File: src/rtl/vga_pkg.sv
// Shared VGA 640x480@60 raster geometry and the coordinate type used by the
// timing counter, the sync generators and the pixel renderer.
package vga_pkg;

    localparam int H_ACTIVE      = 640;
    localparam int H_FRONT_PORCH = 16;
    localparam int H_PULSE       = 96;
    localparam int H_TOTAL       = 800;

    localparam int V_ACTIVE      = 480;
    localparam int V_FRONT_PORCH = 10;
    localparam int V_PULSE       = 2;
    localparam int V_TOTAL       = 525;

    localparam int PIX_DIV       = 2;
    localparam int COORD_W       = 10;

    typedef logic [COORD_W-1:0] coord_t;

endpackage

File: src/rtl/vga_timing_counter_pixel_clock_divider.sv
// Pixel-rate enable generator: one pix_en pulse every PIX_DIV board clocks.
// Only compiled into the design when VGA_PIXEL_DIV_EN is defined.
module pixel_clock_divider #(
    parameter int PIX_DIV = 2
) (
    input  logic clk,
    input  logic rst,
    output logic pix_en
);

    localparam logic [3:0] DIV_LAST = 4'(PIX_DIV - 1);

    logic [3:0] div_cnt;

    // NOTE: state registers use non-blocking assignments; reset is sampled on the clock edge.
    always_ff @(posedge clk) begin
        if (rst) begin
            div_cnt <= '0;
        end else if (div_cnt == DIV_LAST) begin
            div_cnt <= '0;
        end else begin
            div_cnt <= div_cnt + 4'd1;
        end
    end

    assign pix_en = !rst && (div_cnt == DIV_LAST);

endmodule

File: src/rtl/vga_timing_counter.sv
// Free-running VGA raster counter with line/frame strobes and a frame counter.
// Define VGA_PIXEL_DIV_EN to derive the pixel enable from the board clock.
module vga_timing_counter
    import vga_pkg::*;
#(
    parameter int H_ACTIVE = vga_pkg::H_ACTIVE,
    parameter int H_TOTAL  = vga_pkg::H_TOTAL,
    parameter int V_ACTIVE = vga_pkg::V_ACTIVE,
    parameter int V_TOTAL  = vga_pkg::V_TOTAL,
    parameter int PIX_DIV  = vga_pkg::PIX_DIV
) (
    input  logic       clk,
    input  logic       rst,
    output logic       pix_en,
    output logic [9:0] hcount,
    output logic [9:0] vcount,
    output logic       active,
    output logic       line_end,
    output logic       frame_end,
    output logic [7:0] frame_cnt
);

    // Elaboration-time guard on the geometry and divider range.
    if (H_TOTAL > (1 << COORD_W) || V_TOTAL > (1 << COORD_W) ||
        H_ACTIVE > H_TOTAL || V_ACTIVE > V_TOTAL ||
        PIX_DIV < 2 || PIX_DIV > 16) begin : g_bad_params
        $error("vga_timing_counter: illegal geometry or PIX_DIV");
    end

    localparam coord_t H_LAST = coord_t'(H_TOTAL - 1);
    localparam coord_t V_LAST = coord_t'(V_TOTAL - 1);
    localparam coord_t H_ACT  = coord_t'(H_ACTIVE);
    localparam coord_t V_ACT  = coord_t'(V_ACTIVE);

`ifdef VGA_PIXEL_DIV_EN
    pixel_clock_divider #(
        .PIX_DIV (PIX_DIV)
    ) u_pixel_clock_divider (
        .clk    (clk),
        .rst    (rst),
        .pix_en (pix_en)
    );
`else
    // clk is already the pixel clock.
    assign pix_en = 1'b1;
`endif

    coord_t h_q;
    coord_t v_q;

    always_ff @(posedge clk) begin
        if (rst) begin
            h_q       <= '0;
            v_q       <= '0;
            frame_cnt <= '0;
        end else if (pix_en) begin
            if (h_q >= H_LAST) begin
                h_q <= '0;
                if (v_q >= V_LAST) begin
                    v_q       <= '0;
                    frame_cnt <= frame_cnt + 8'd1;
                end else begin
                    v_q <= v_q + coord_t'(1);
                end
            end else begin
                h_q <= h_q + coord_t'(1);
            end
        end
    end

    assign hcount = h_q;
    assign vcount = v_q;

    // Decodes are zero-latency against the counters; strobes are muted in reset.
    assign active    = (h_q < H_ACT) && (v_q < V_ACT);
    assign line_end  = !rst && pix_en && (h_q == H_LAST);
    assign frame_end = line_end && (v_q == V_LAST);

endmodule

File: config.mk
export PLATFORM = sky130hd
export DESIGN_NAME = vga_timing_counter
export DESIGN_NICKNAME = d
export VERILOG_FILES = /design/src/rtl/vga_pkg.sv /design/src/rtl/vga_timing_counter_pixel_clock_divider.sv /design/src/rtl/vga_timing_counter.sv
export SDC_FILE = /design/constraint.sdc
export NUM_CORES = 1
export LEC_CHECK = 0
export ABC_AREA = 1
export CAP_MARGIN = 10
export CORE_MARGIN = 1
export CORE_UTILIZATION = 50
export DETAILED_ROUTE_END_ITERATION = 12
export GPL_TIMING_DRIVEN = 0
export PLACE_DENSITY = 0.79
export SYNTH_ARGS = -nofsm -noshare
export SYNTH_HDL_FRONTEND = slang
export SYNTH_SLANG_ARGS = --single-unit
File: constraint.sdc
create_clock -name clk -period 1.53 [get_ports clk]
set_clock_uncertainty 0.05 [all_clocks]
set_input_delay 0.2295 -clock clk [delete_from_list [all_inputs] [get_ports clk]]
set_output_delay 0.2295 -clock clk [all_outputs]
set_load 0.01 [all_outputs]
==> results.py, run 1 <==
metrics = {
    "layout": {
        "nNetsFinal": 283,
        "num_antenna_cells": 0,
        "syn2layout_area_growth_pct": 55.1,
        "stdcell_area_um2": 2380,
        "utilization_pct": 84.3,
        "fillers": 175,
        "drive_gt1_share_pct": 39.1,
    },
    "logic_synthesis": {
        "synthMuxAreaShare_pct": 0,
        "syn_avg_cell_area_um2": 7.25,
        "synth_edf_count": 0,
        "yosys_register_bits": 28,
        "syn_nets": 218,
        "synth_warnings": 0,
        "seq_area_frac_synth_pct": 36.5,
        "ys_types": 32,
        "async_flop_share_pct": 0,
        "synth_simple_gate_area_share_pct": 35.6,
        "syn_inst": 212,
        "yosys-top-cells-count": "nand2_1, dfxtp_1, inv_1",
        "synthAdderAreaFrac_pct": 3.25,
        "synth-compound-area-share_pct": 8.54,
        "synth_ff_type": "dfxtp_1",
        "syn-cell-area_um2": 1540,
        "synth_area_leaders": "dfxtp_1, nand2_1, nand3_1",
        "post-synth-top-count-cell": "nand2_1",
        "yosysTopAreaCellShare_pct": 36.5,
        "synth-xor-area-share_pct": 4.56,
        "synth_top_family_by_area": "simple AND/OR/NAND/NOR gates",
        "yosysTopAreaCell": "dfxtp_1",
    },
    "power_and_ir_drop": {
        "peakVddDrop_mv": 0.483,
        "p_leak_nw": 1.25,
        "p_per_area_nw_per_um2": 488,
    },
    "critical_path": {
        "crit_chain": "ha_4 -> nand2_4 -> inv_4 -> nand3_4 -> nor3_4 -> and3b_1 -> buf_2",
        "crit_start": "hcount[0]",
        "r2r_setup_slack_ps": -130,
        "crit_required_ps": 1250,
        "reg2reg_from": "hcount[0]",
        "r2r_end": "frame_cnt[2]",
        "arrival_ps": 1510,
        "cp-end-kind": "primary output",
        "critPathKind": "reg -> out",
        "path_max_fanout": 2,
        "r2r_cells": 11,
        "cpLargestDelayFamily": "simple AND/OR/NAND/NOR gates",
        "cp-endpoint": "frame_end",
        "worst_path_max_delay_cell": "dfxtp_2",
        "cp-start-kind": "flip-flop",
        "cpPeakStageDelay_ps": 380,
        "crit_buf_inv": 2,
        "cp_num_cells": 7,
    },
    "floorplanning": {
        "core_area_um2": 2830,
        "chipWidth_um": 57.5,
        "ios": 34,
        "row_count": 19,
        "initial_utilization_pct": 54.4,
        "dieHeight_um": 57.5,
        "die_area_um2": 3300,
    },
    "timing": {
        "fin_crit_ps": 1790,
        "relSlewSlack_pct": 60.7,
        "finalMaxSlewViolations": 0,
        "worst_slew_pin_slew_ps": 585,
        "report.final.hold_viol_count": 0,
        "fmax_ghz": 0.559,
        "setup_violations": 22,
        "timing.final.ws_setup_ps": -260,
        "holdWs_ps": 198,
        "period_share_pct": 117,
        "rsz0062_at_grt": "yes",
    },
    "drt": {
        "post-route-drc-count": 1,
        "vias": 1679,
        "viasPerCell": 5.47,
        "first_iter_violations": 76,
        "wl_um": 4490,
        "dr.pass1.iters": 8,
        "wl_per_cell_um": 14.6,
        "final_antenna_net_count": 0,
    },
    "cts": {
        "cts_tree": "yes",
        "cts.path.max_buffers": 2,
        "clkSinkCount": 28,
        "root_buffer": "clkbuf_4",
        "clk_latency_ps": 320,
        "clk_pin_slew_ps": 150,
        "cts-buffers-inserted": 3,
        "cts-htree-levels": 1,
    },
    "global_routing": {
        "grt_max_degree": 16,
        "grt_antenna_before_repair": 0,
        "track_usage_pct": 23.5,
        "grt_pass1_wl_um": 6110,
        "grt_pass1_vias": 1393,
        "overflow": 0,
    },
    "place": {
        "place_area_um2": 1900,
        "dp_hpwl_um": 2380,
        "portBuffers": 31,
        "routabilityCongestion": 0.802,
        "place_ws_ps": -464,
    },
    "outcome": {
        "violations": "design-rule violations, negative setup slack",
        "status": "finished, violations left",
    },
    "job": {
        "cap_viol_max_count": 0,
    },
    "min_path": {
        "hp-class": "in -> reg",
    },
}
==> cells by family (layout without fill, tap and decap cells) <==
| family | Yosys count | after routing |
|---|---|---|
| and+or+nand+nor | 110 | 110 |
| buffers and inverters | 38 | 102 |
| DFF | 28 | 28 |
| AOI/OAI and AO/OA | 23 | 23 |
| xor gates and xnor gates | 8 | 8 |
| adders and majority gates | 4 | 4 |
| other | 1 | 1 |
==> area by class of cell <==
| cell class | count | area, µm² | area share, % |
|---|---|---|---|
| sequential | 28 | 613 | 25.7 |
| inverter | 33 | 128 | 5.35 |
| multi-input combinational | 146 | 951 | 39.9 |
| buffer | 5 | 58.8 | 2.47 |
| timing repair buffer | 60 | 559 | 23.5 |
| tap | 31 | 38.8 | 1.63 |
| clock buffer | 4 | 36.3 | 1.52 |
==> registers in the layout (all words and copies together), names as in the netlist <==
name and flops:
hcount 10, vcount 10, frame_cnt 8
==> metrics by stage <==
stage / setup TNS (ps) / cells / power [mW]
3_3_place_gp: -800 / 274 / 0.808
2_1_floorplan: 0 / 212 / 0.788
6_report: -1700 / 307 / 1.16
5_1_grt: -3570 / 307 / 1.21
3_5_place_dp: -802 / 274 / 0.808
4_1_cts: -506 / 297 / 1.17
==> what timing repair did <==
item	in CTS	in global routing
pin swaps	4	16
setup buffers	19	8
setup endpoints to repair	34	38
cloned	0	2
gates resized for setup	68	43
hold buffers	0	0
==> where the power goes <==
group	switching (mW)	internal, mW
registers	0.00683	0.724
logic	0.0402	0.0319
clock network	0.216	0.145
total	0.263	0.901
==> layer usage <==
layer	up-vias	part of all wire [%]	GRT usage, %
met2	61	52	39.9
met5	-	0	0
met1	791	41	31.3
li1	821	-	-
met3	6	5.7	3.63
met4	0	1.0	5.92
==> how the worst min path moves through the flow <==
stage	startpoint	to	slack (ps)	cells after the start
3_5_place_dp	hcount[0]	hcount[0]	440	1
2_1_floorplan	hcount[0]	hcount[0]	420	1
4_1_cts	rst	frame_cnt[7]	150	2
3_3_place_gp	hcount[0]	hcount[0]	390	1
5_1_grt	rst	frame_cnt[4]	180	2
6_report	rst	frame_cnt[6]	200	2
==> cells in the final DEF (no fill, tap or decap), types with 2 or more instances in the layout <==
cell type	n
nand2_1	34
buf_4	27
inv_1	26
dfxtp_2	21
nor2_1	20
dlygate4sd2_1	17
nand3_1	16
nand4_1	10
dlymetal6s2s_1	9
xor2_1	7
a21oi_1	7
dfxtp_4	7
nand3_2	6
a21oi_2	6
inv_2	5
nand2_2	5
buf_2	3
nand2_4	3
nand3_4	3
buf_6	3
nor3_1	3
nand2_8	3
o21ai_1	3
a31oi_1	3
ha_1	3
clkbuf_4	3
clkbuf_16	2
clkdlybuf4s50_1	2
Power figures use the tool's default switching activity.
==> inputs of run 2 (changes only) <==
Settings changed: REMOVE_ABC_BUFFERS from default to 1.
==> run 2 against run 1 <==
Compared with the run above: highest routed layer unchanged; the flow finishes with violations (negative setup slack); largest cell class unchanged; sequential power down 0.5%; global-route usage hardly changed; clock power increased by 2%.
==> results.py, run 2 (synthesis gave the netlist of run 1 again) <==
metrics = {
    "global_routing": {
        "grt_max_degree": 16,
        "overflow": 0,
        "grt_pass1_vias": 1450,
        "track_usage_pct": 23.6,
        "grt_pass1_wl_um": 6140,
        "grt_antenna_before_repair": 0,
    },
    "floorplanning": {
        "ios": 34,
        "row_count": 19,
        "dieHeight_um": 57.5,
        "die_area_um2": 3300,
        "core_area_um2": 2830,
        "initial_utilization_pct": 54.4,
        "chipWidth_um": 57.5,
    },
    "layout": {
        "syn2layout_area_growth_pct": 47.7,
        "final_common_cell": "nand2_1",
        "nNetsFinal": 280,
        "stdcell_area_um2": 2270,
        "num_antenna_cells": 0,
        "layout_common_cells": "nand2_1, inv_1, buf_4, nand3_1",
        "drive_gt1_share_pct": 33.7,
    },
    "cts": {
        "clkSinkCount": 28,
        "cts-htree-levels": 1,
        "cts_tree": "yes",
        "clk_latency_ps": 340,
        "clk_pin_slew_ps": 160,
        "cts.path.max_buffers": 2,
        "root_buffer": "clkbuf_4",
        "cts-buffers-inserted": 3,
    },
    "drt": {
        "final_antenna_net_count": 0,
        "vias": 1668,
        "wl_per_cell_um": 14.2,
        "post-route-drc-count": 0,
        "dr.pass1.iters": 4,
        "wl_um": 4320,
        "first_iter_violations": 57,
        "viasPerCell": 5.49,
    },
    "timing": {
        "report.final.hold_viol_count": 0,
        "finalMaxSlewViolations": 0,
        "rsz0062_at_grt": "yes",
        "holdWs_ps": 451,
        "timing.final.ws_setup_ps": -310,
        "period_share_pct": 120,
        "fmax_ghz": 0.544,
        "setup_violations": 16,
        "fin_crit_ps": 1840,
        "fin_setup_tns_ps": -970,
    },
    "min_path": {
        "worstHoldPathCells": 2,
        "worstHoldStart": "hcount[4]",
        "hold_end": "hcount[4]",
        "hp-class": "reg -> reg",
    },
    "job": {
        "cap_viol_max_count": 0,
    },
    "critical_path": {
        "worst_path_max_delay_cell": "dfxtp_2",
        "r2r_end": "vcount[7]",
        "cpPeakStageDelay_ps": 370,
        "crit_chain": "inv_1 -> nand3_2 -> nor3_4 -> and3b_1 -> buf_2",
        "reg2reg_from": "hcount[7]",
        "path_max_fanout": 3,
        "critPathKind": "reg -> out",
        "cp-end-kind": "primary output",
        "cp-start-kind": "flip-flop",
        "crit_required_ps": 1250,
        "r2r_setup_slack_ps": -110,
        "arrival_ps": 1560,
        "r2r_cells": 7,
    },
    "power_and_ir_drop": {
        "peakVddDrop_mv": 0.445,
        "power_mw": 1.17,
        "p_leak_nw": 1.24,
        "p_per_area_nw_per_um2": 517,
    },
    "place": {
        "portBuffers": 32,
        "dp_hpwl_um": 2250,
        "routabilityCongestion": 0.775,
        "place_area_um2": 1850,
    },
    "outcome": {
        "violations": "negative setup slack",
        "status": "finished, violations left",
    },
}
==> run 2: changes by cell type in the layout (fill, tap and decap cells not counted), moves of 2 or more <==
cell       before  now
a21oi_1         7   13
a21oi_2         6    0
clkbuf_16       2    0
dfxtp_2        21   19
dfxtp_4         7    9
nand2_1        34   36
nand3_1        16   21
nand3_2         6    2
==> run 2: layer usage <==
metal  routed length, µm  share of wire [%]  GRT usage [%]
met3                 143                3.3           2.95
met5                   0                  0              0
met1                1910                 44           31.9
met4                  81                1.9           9.06
met2                2190                 51           38.4
==> run 2: layout make-up <==
| type | count | area, µm² |
|---|---|---|
| clock buffer | 4 | 36.3 |
| fill | 183 | 558 |
| inverter | 33 | 125 |
| multi-input combinational | 148 | 925 |
| sequential | 28 | 618 |
| tap | 31 | 38.8 |
| timing repair buffer | 60 | 528 |
==> run 2: power by group <==
group | switching [mW] | leakage (nW) | internal, mW
sequential | 0.00635 | 0.243 | 0.721
clock | 0.226 | 0.0210 | 0.146
combinational | 0.0391 | 0.979 | 0.0373
total | 0.271 | 1.24 | 0.904
==> run 2: critical path: cells and delay by family (launching register included) <==
kind                   cells  cell delay, ps
AND/OR/NAND/NOR            3             550
buffers and inverters      2             300
flip-flops                 1             370
==> run 2: worst max-delay path by stage <==
stage | from | endpoint
6_report | hcount[7] | frame_end
5_1_grt | hcount[7] | frame_end
4_1_cts | hcount[1] | frame_end
3_5_place_dp | rst | frame_end
3_3_place_gp | rst | frame_end
2_1_floorplan | hcount[0] | frame_end
==> run 2: timing repair <==
item / CTS / global route
pin swaps: 5 / 3
cloned: 1 / 1
endpoints found under the setup margin: 49 / 26
hold buffers: 0 / 0
setup buffers: 19 / 10
resized for setup: 75 / 23
==> run 2: per-stage QoR <==
step / cells / util, % / setup WS, ps
after CTS: 294 / 74.7 / -282
after global placement: 270 / 65.3 / -677
after floorplan: 207 / - / -158
after detailed placement: 270 / 65.3 / -679
after global routing: 304 / 80.3 / -400
final: 304 / 80.3 / -310
==> inputs of run 3 (changes only) <==
Settings changed: RECOVER_POWER from default to 25, TNS_END_PERCENT from default to 20.
==> run 3 against run 2 <==
Compared with the run above: the run still ends with negative setup slack left; die area unchanged; critical path depth increased by 2; via count decreased by 5.5%; combinational power decreased by 15%; fmax increased by 5.3%; global-route usage decreased by 1.1 points; sequential share of layout area increased by 0.76 points; sequential cell count unchanged; highest routed layer unchanged.
==> results.py, run 3 (synthesis gave the netlist of run 1 again) <==
metrics = {
    "critical_path": {
        "cpPeakStageDelay_ps": 380,
        "cp-end-kind": "primary output",
        "critPathKind": "reg -> out",
        "arrival_ps": 1470,
        "crit_chain": "ha_4 -> nand2_2 -> inv_2 -> nand3_4 -> nor3_4 -> and3b_1 -> buf_2",
        "worst_path_max_delay_cell": "dfxtp_2",
        "r2r_cells": 10,
        "crit_required_ps": 1250,
        "cp-start-kind": "flip-flop",
        "r2r_setup_slack_ps": 10,
        "path_max_fanout": 2,
        "r2r_end": "vcount[3]",
        "reg2reg_from": "hcount[1]",
    },
    "drt": {
        "post-route-drc-count": 0,
        "first_iter_violations": 57,
        "final_antenna_net_count": 0,
        "dr.pass1.iters": 4,
        "vias": 1576,
        "wl_um": 3620,
        "wl_per_cell_um": 12.4,
        "viasPerCell": 5.40,
    },
    "global_routing": {
        "grt_antenna_before_repair": 0,
        "grt_pass1_vias": 1393,
        "overflow": 0,
        "grt_max_degree": 16,
        "grt_pass1_wl_um": 5900,
        "track_usage_pct": 22.5,
    },
    "place": {
        "portBuffers": 32,
        "dpl.cell_count": 270,
        "routabilityCongestion": 0.775,
        "dp_hpwl_um": 2250,
    },
    "floorplanning": {
        "initial_utilization_pct": 54.4,
        "chipWidth_um": 57.5,
        "dieHeight_um": 57.5,
        "row_count": 19,
        "ios": 34,
        "die_area_um2": 3300,
        "core_area_um2": 2830,
    },
    "cts": {
        "root_buffer": "clkbuf_4",
        "cts-buffers-inserted": 3,
        "clkSinkCount": 28,
        "clk_pin_slew_ps": 150,
        "cts.path.max_buffers": 2,
        "clk_latency_ps": 320,
        "cts_tree": "yes",
        "cts-htree-levels": 1,
    },
    "timing": {
        "setup_violations": 3,
        "fmax_ghz": 0.572,
        "timing.final.ws_setup_ps": -218,
        "rsz0062_at_grt": "yes",
        "finalMaxSlewViolations": 0,
        "fin_crit_ps": 1750,
        "report.final.hold_viol_count": 0,
        "period_share_pct": 114,
    },
    "power_and_ir_drop": {
        "peakVddDrop_mv": 0.513,
        "p_leak_nw": 1.09,
        "power_mw": 1.16,
        "p_per_area_nw_per_um2": 545,
    },
    "layout": {
        "final_common_cell": "nand2_1",
        "num_antenna_cells": 0,
        "fillers": 216,
        "final_cells": 292,
        "nNetsFinal": 268,
        "layout_common_cells": "nand2_1, inv_1, nand3_1, dlygate4sd2_1, nor2_1",
        "drive_gt1_share_pct": 26.1,
        "syn2layout_area_growth_pct": 38.2,
    },
    "job": {
        "cap_viol_max_count": 0,
    },
    "min_path": {
        "worstHoldStart": "hcount[4]",
        "hold_end": "hcount[4]",
        "worstHoldPathCells": 2,
        "hp-class": "reg -> reg",
    },
    "outcome": {
        "status": "finished, violations left",
        "violations": "negative setup slack",
    },
}
[run 3: changes by cell type in the layout (fill, tap and decap cells not counted), sizes merged]
| cell | before | now |
|---|---|---|
| dlygate4sd2 | 16 | 21 |
| clkdlybuf4s50 | 3 | 1 |
| buf | 31 | 19 |
| dlymetal6s2s | 9 | 6 |
[run 3: what timing repair did]
| item | in CTS | in global routing |
|---|---|---|
| setup buffers | 12 | 5 |
| cloned | 1 | 1 |
| pin swaps | 5 | 2 |
| hold buffers | 0 | 0 |
| gates resized for setup | 80 | 16 |
| endpoints found under the setup margin | 49 | 20 |
| hold endpoints to repair | 0 | 0 |
[run 3: worst max-delay path by stage]
stage          startpoint        end  slack [ps]
3_5_place_dp          rst  frame_end        -680
3_3_place_gp          rst  frame_end        -680
6_report        hcount[1]  frame_end        -220
2_1_floorplan   hcount[0]  frame_end        -160
4_1_cts         hcount[1]  frame_end        -280
5_1_grt         hcount[1]  frame_end        -330
[run 3: final cells by class]
type	instances	area, µm²	area share (%)
clock buffer	4	36.3	1.71
inverter	33	125	5.89
multi-input combinational	148	906	42.6
sequential	28	594	28.0
tap	31	38.8	1.83
timing repair buffer	48	424	20.0
[run 3: per-layer routing]
layer | wire length, µm | track usage (%) | vias up
li1 | - | - | 791
met1 | 1640 | 31.1 | 728
met2 | 1750 | 35.5 | 51
met3 | 190 | 2.95 | 6
met4 | 40 | 9.06 | 0
met5 | 0 | 0 | -
[run 3: critical path: cells and delay by family, from the launching register on]
family,cells,cell delay (ps)
adder cells (fa/ha/maj),1,140
buffers and inverters,2,190
flip-flops,1,380
AND/OR/NAND/NOR,4,420
[run 3: where the power goes]
part           leakage [nW]  internal, mW  switching, mW  total [mW]
Combinational         0.829        0.0309         0.0338      0.0648
Sequential            0.236         0.728        0.00688       0.735
Clock                0.0210         0.146          0.212       0.358
Total                  1.09         0.905          0.253        1.16
[run 3: per-stage QoR]
step	instance area [µm²]	setup slack [ps]	setup TNS, ps	util, %	hold WS [ps]
after floorplan	1490	-158	-158	-	249
after global placement	1850	-677	-5120	65.3	399
final	2120	-218	-374	75.1	445
after CTS	2050	-284	-492	72.6	447
after global routing	2120	-334	-1030	75.1	475
after detailed placement	1850	-679	-4910	65.3	403
